<file path="config.mk">
export PLATFORM = sky130hd
export DESIGN_NAME = display_sched
export DESIGN_NICKNAME = d
export VERILOG_FILES = /design/src/rtl/display_sched.sv
export SDC_FILE = /design/constraint.sdc
export NUM_CORES = 1
export LEC_CHECK = 0
export BUFFER_PORTS_ARGS = -buffer_cell sky130_fd_sc_hd__buf_2
export CORE_MARGIN = 2
export CORE_UTILIZATION = 36
export DETAILED_ROUTE_END_ITERATION = 10
export PLACE_DENSITY = 0.65
export SLEW_MARGIN = 0
export SYNTH_ARGS = -nofsm -noshare
export SYNTH_HDL_FRONTEND = slang
export SYNTH_SLANG_ARGS = --single-unit
</file>
<file path="constraint.sdc">
create_clock -name clk100 -period 4.8 [get_ports clk100]
set_input_delay 0.96 -clock clk100 [delete_from_list [all_inputs] [get_ports clk100]]
set_output_delay 0.96 -clock clk100 [all_outputs]
set_load 0.01 [all_outputs]
</file>
<file path="src/rtl/display_sched.sv">
`default_nettype none
// ============================================================================
// Module      : display_sched
// Description : Round-robin scheduler that picks one of three request sources
//               and holds its 16-bit value on a 4-digit hex display for a
//               minimum dwell time. The shown source may refresh its value
//               while it owns the display.
//               Optional macro DISP_PREEMPT_EN lets source 0 (error/urgent)
//               take over the display from any other source at once.
// Revision    : 1.0 - initial release
// ============================================================================
module display_sched #(
  parameter int DWELL_TICKS = 100000000,
  parameter int CNT_W       = 27
) (
  input  logic        clk100,
  input  logic        reset,
  input  logic [2:0]  req_valid,
  input  logic [47:0] req_data,
  output logic [2:0]  req_ready,
  output logic [15:0] number,
  output logic        number_valid,
  output logic [1:0]  src,
  output logic        busy
);

  typedef enum logic [0:0] {
    ST_IDLE = 1'b0,
    ST_SHOW = 1'b1
  } state_e;

  localparam logic [CNT_W-1:0] c_RELOAD = CNT_W'(DWELL_TICKS - 1);

  state_e            state_q, state_d;
  logic [CNT_W-1:0]  cnt_q, cnt_d;
  logic [15:0]       number_q, number_d;
  logic [1:0]        src_q, src_d;
  logic              nv_q, nv_d;
  logic              busy_q;
  // Index of the source granted most recently; the search starts one above.
  logic [1:0]        last_q, last_d;

  logic [1:0]        w_start;
  logic [1:0]        w_grant_idx;
  logic              w_grant_found;
  logic              w_preempt;

  // Source 0 may steal the display from another source only when enabled.
`ifdef DISP_PREEMPT_EN
  assign w_preempt = (state_q == ST_SHOW) && (src_q != 2'd0) && req_valid[0];
`else
  assign w_preempt = 1'b0;
`endif

  // Round-robin search: first valid source at or above (last + 1) mod 3.
  always_comb begin
    logic [2:0] cand;
    w_grant_idx   = 2'd0;
    w_grant_found = 1'b0;
    cand          = 3'd0;
    w_start       = (last_q == 2'd2) ? 2'd0 : last_q + 2'd1;
    // Walk the order backwards so the earliest candidate overwrites later ones.
    for (int k = 2; k >= 0; k--) begin
      cand = {1'b0, w_start} + 3'(k);
      if (cand >= 3'd3) begin
        cand = cand - 3'd3;
      end
      if (req_valid[cand[1:0]]) begin
        w_grant_found = 1'b1;
        w_grant_idx   = cand[1:0];
      end
    end
  end

  // Next-state, accept handshake and display update.
  always_comb begin
    state_d   = state_q;
    cnt_d     = cnt_q;
    number_d  = number_q;
    src_d     = src_q;
    nv_d      = nv_q;
    last_d    = last_q;
    req_ready = 3'b000;

    case (state_q)
      ST_IDLE: begin
        if (w_grant_found) begin
          req_ready[w_grant_idx] = 1'b1;
          number_d = req_data[{w_grant_idx, 4'b0000} +: 16];
          src_d    = w_grant_idx;
          nv_d     = 1'b1;
          last_d   = w_grant_idx;
          cnt_d    = c_RELOAD;
          state_d  = ST_SHOW;
        end
      end
      ST_SHOW: begin
        if (cnt_q == '0) begin
          state_d = ST_IDLE;
        end else begin
          cnt_d = cnt_q - CNT_W'(1);
        end
        if (w_preempt) begin
          // Urgent takeover restarts the full dwell regardless of the count.
          req_ready[0] = 1'b1;
          number_d = req_data[15:0];
          src_d    = 2'd0;
          last_d   = 2'd0;
          cnt_d    = c_RELOAD;
          state_d  = ST_SHOW;
        end else if (req_valid[src_q]) begin
          // The owner may refresh its value; the dwell schedule is unchanged.
          req_ready[src_q] = 1'b1;
          number_d = req_data[{src_q, 4'b0000} +: 16];
        end
      end
      default: begin
        state_d = ST_IDLE;
      end
    endcase

    if (reset) begin
      req_ready = 3'b000;
    end
  end

  // State and display registers with synchronous reset.
  always_ff @(posedge clk100) begin
    if (reset) begin
      state_q  <= ST_IDLE;
      cnt_q    <= '0;
      number_q <= 16'h0000;
      src_q    <= 2'd0;
      nv_q     <= 1'b0;
      busy_q   <= 1'b0;
      last_q   <= 2'd2;
    end else begin
      state_q  <= state_d;
      cnt_q    <= cnt_d;
      number_q <= number_d;
      src_q    <= src_d;
      nv_q     <= nv_d;
      busy_q   <= (state_d == ST_SHOW);
      last_q   <= last_d;
    end
  end

  assign number       = number_q;
  assign number_valid = nv_q;
  assign src          = src_q;
  assign busy         = busy_q;

endmodule
`default_nettype wire

</file>
==> impl_metrics.toml <==
[detailed_routing]
wl_per_cell_um = 13.8
drc = 0
vias = 2593
postRouteWirelength_mm = 6.72
ant_nets = 0
via_per_inst = 5.34
drt_iter0_markers = 135
drt-pass1-iter-count = 4

[logic_synthesis]
synth_cell_type_count = 61
syn-num-nets = 381
ys_async_sr_fraction_pct = 0
synth_area_leader_cell = "dfxtp_1"
syn_area_um2 = 2730
synth.most_common_cell = "dfxtp_1"
synth_common_cells = "dfxtp_1 (48), nand2_1 (42), nor2_1 (24)"
syn_inst = 327
synth_top_cell_area_share_pct = 35.2
yosysWarnings = 0
ys_seq_elements = 48
synth_edf_count = 0
dominantRegCellSynth = "dfxtp_1"
syn_avg_cell_area_um2 = 8.35
synthTopCellsByArea = "dfxtp_1 (35%), mux2_1 (6.6%), nand2_1 (5.8%), a31oi_1 (5.0%), o21ai_0 (4.0%)"
ys_seq_area_share_pct = 35.2

[hold_path]
min_path_cells = 2
hp-start = "number_valid$_SDFFE_PP0P_"
hold_path.class = "flop to flop"
hold_end = "number_valid$_SDFFE_PP0P_"

[setup_path]
crit_path_frequent_cell = "buf_2"
r2r_cells = 5
crit_chain = "buf_2, inv_1, and3_1, buf_2"
critPathArrivalTime_ps = 2240
worstReg2RegStart = "busy$_SDFF_PP0_"
cp.required_ps = 3840
critPathBufInv = 3
cp_slowest_cell = "inv_1"
r2r-end = "number[15]$_SDFFE_PP0P_"
cp_top_family = "buffers and inverters"
cp-end-kind = "output pin"
critPathLaunchType = "input port"
crit_type = "input port to output pin"
crit_path_max_fanout = 26
rrSetupSlack_ps = 2000
slowest_delay_ps = 420

[sta]
tns_ps = 0
rsz0062_at_grt = "false"
skew_ps = 12.5
relSlewSlack_pct = 24.6
fin_crit_sh_pct = 66.6
period_minus_slack_ps = 3200
tightest_slew_ps = 1130
setup_violations = 0
finalHoldViolations = 0
clock.fmax_mhz = 313
slew_viol_final = 0

[clock_network]
cts_tree = "yes"
cts_made_buffers = 5
htree_levels = 2
clock_path_buffers = 2
clkSlewWorstSetupHoldPaths_ps = 90
cts.sinks = 48
cts_hold_buf = 0
insertion_delay_ps = 310
cts-root-buf = "clkbuf_8"
ctsResizeCount = 0
post_cts.repair.setup_buffers = 0

[grt]
grt_pass1_vias = 2466
grt_pass1_wl_mm = 11.4
antenna_found_initial = 0
overflow = 0
grt_max_degree = 33
track_usage_pct = 16.5

[die]
fp.dieArea_um2 = 8300
core_um2 = 7290
placementRows = 31
die_w_um = 91.1
fp.dieH_um = 91.1
initial_utilization_pct = 37.4
io_pins = 76

[pwr]
seqPwrFrac_pct = 50.3
pwr-share-clk_pct = 27.5
power.density_nw_per_um2 = 291
p_leak_nw = 1.27
peakVddDrop_v = 0.000107
power_frac_comb_pct = 22.2
p_switching_w = 0.000290
sw_frac_of_total_pct = 31.0
p_int_w = 0.000645

[layout]
fin_nets = 440
drive_gt1_share_pct = 25.8
area_delta_synth_final_pct = 17.7
diodes = 0
fin_cells = 486

[place]
hpwlAfterDp_mm = 4.79
post-place-cells = 478
io_buffers = 75
place.gp.congestion = 0.845

[outcome]
status = "finished, final reports clean"

[job]
max-cap-violations = 0
## per-layer routing
layer  wire [um]  vias up  part of all wire (%)  track usage (%)
met5           0        -                     0                0
met4          82        0                   1.2             4.67
met3         421        9                   6.3             4.15
met2        3040       84                    45             26.9
met1        3180     1176                    47             21.8
li1            -     1324                     -                -
## power by group through the flow
stage / Combinational (W) / Sequential, W / Clock, W
2_1_floorplan: 0.000142 / 0.000477 / 0
3_3_place_gp: 0.000206 / 0.000478 / 0
3_5_place_dp: 0.000208 / 0.000479 / 0
4_1_cts: 0.000208 / 0.000470 / 0.000261
5_1_grt: 0.000233 / 0.000477 / 0.000275
6_report: 0.000207 / 0.000471 / 0.000257
## how the worst max path moves through the flow
stage,start,end,slack [ps],depth (start not counted)
4_1_cts,reset,req_ready[0],1600,4
6_report,reset,req_ready[0],1600,4
3_5_place_dp,reset,req_ready[0],1610,4
5_1_grt,reset,req_ready[0],1470,4
3_3_place_gp,reset,req_ready[0],1640,4
2_1_floorplan,req_valid[2],req_ready[1],2020,6
## cells by family (layout without fill, tap and decap cells)
group                      Yosys count  in the layout  synth area share [%]
AOI/OAI and AO/OA                   92             92                  22.4
xor gates and xnor gates            11             11                  3.53
adders and majority gates            1              1                 0.458
buffers and inverters               30             90                  5.09
DFF                                 48             48                  35.2
muxes                               19             19                  7.70
and+or+nand+nor                    126            126                  25.7
## through the flow
step           cell area, um^2  hold WS, ps  setup slack, ps  utilization (%)  power, W
2_1_floorplan             2730          464             2020                -  0.000619
3_3_place_gp              3120          465             1640             42.8  0.000684
3_5_place_dp              3120          476             1610             42.8  0.000686
4_1_cts                   3210          497             1600             44.1  0.000940
5_1_grt                   3210          516             1470             44.1  0.000984
6_report                  3210          487             1600             44.1  0.000935
## sequential cells by signal, summed over array words and instances, names as in the netlist
name,flops
busy,1
cnt_q,27
last_q,1
number,16
number_valid,1
src,2
## placed cells by master (no fill, tap or decap), types with 2 or more instances in the layout
cell and n:
a2111oi_0 2, a211oi_1 3, a211oi_2 2, a21oi_1 17
a21oi_2 2, a31oi_1 22, and2_1 2, and3_1 2
and4_1 2, buf_2 75, clkbuf_8 6, dfxtp_1 48
inv_1 6, mux2_1 16, mux2i_1 3, nand2_1 42
nand2b_1 4, nand3_1 5, nand4_1 6, nor2_1 24
nor2b_1 3, nor3_1 8, nor4_1 4, nor4_4 2
o2111ai_1 2, o211ai_1 2, o21ai_0 22, o21ai_1 4
o31ai_1 2, or3_1 5, or4_1 4, or4_4 2
xnor2_1 2, xor2_1 9
## tightest hold or removal path, delay by kind of cell, from the launching register on
| kind | cells | cell delay (ps) |
|---|---|---|
| and+or+nand+nor | 2 | 120 |
| DFF | 1 | 340 |
## area by class of cell
cell class / count / area (um^2)
fill: 771 / 4080
multi-input combinational: 249 / 1630
sequential: 48 / 961
timing repair buffer: 75 / 375
tap: 99 / 124
clock buffer: 7 / 86.3
inverter: 7 / 26.3
clock inverter: 1 / 7.51
Note: power is estimated with default switching activity, not from simulation.
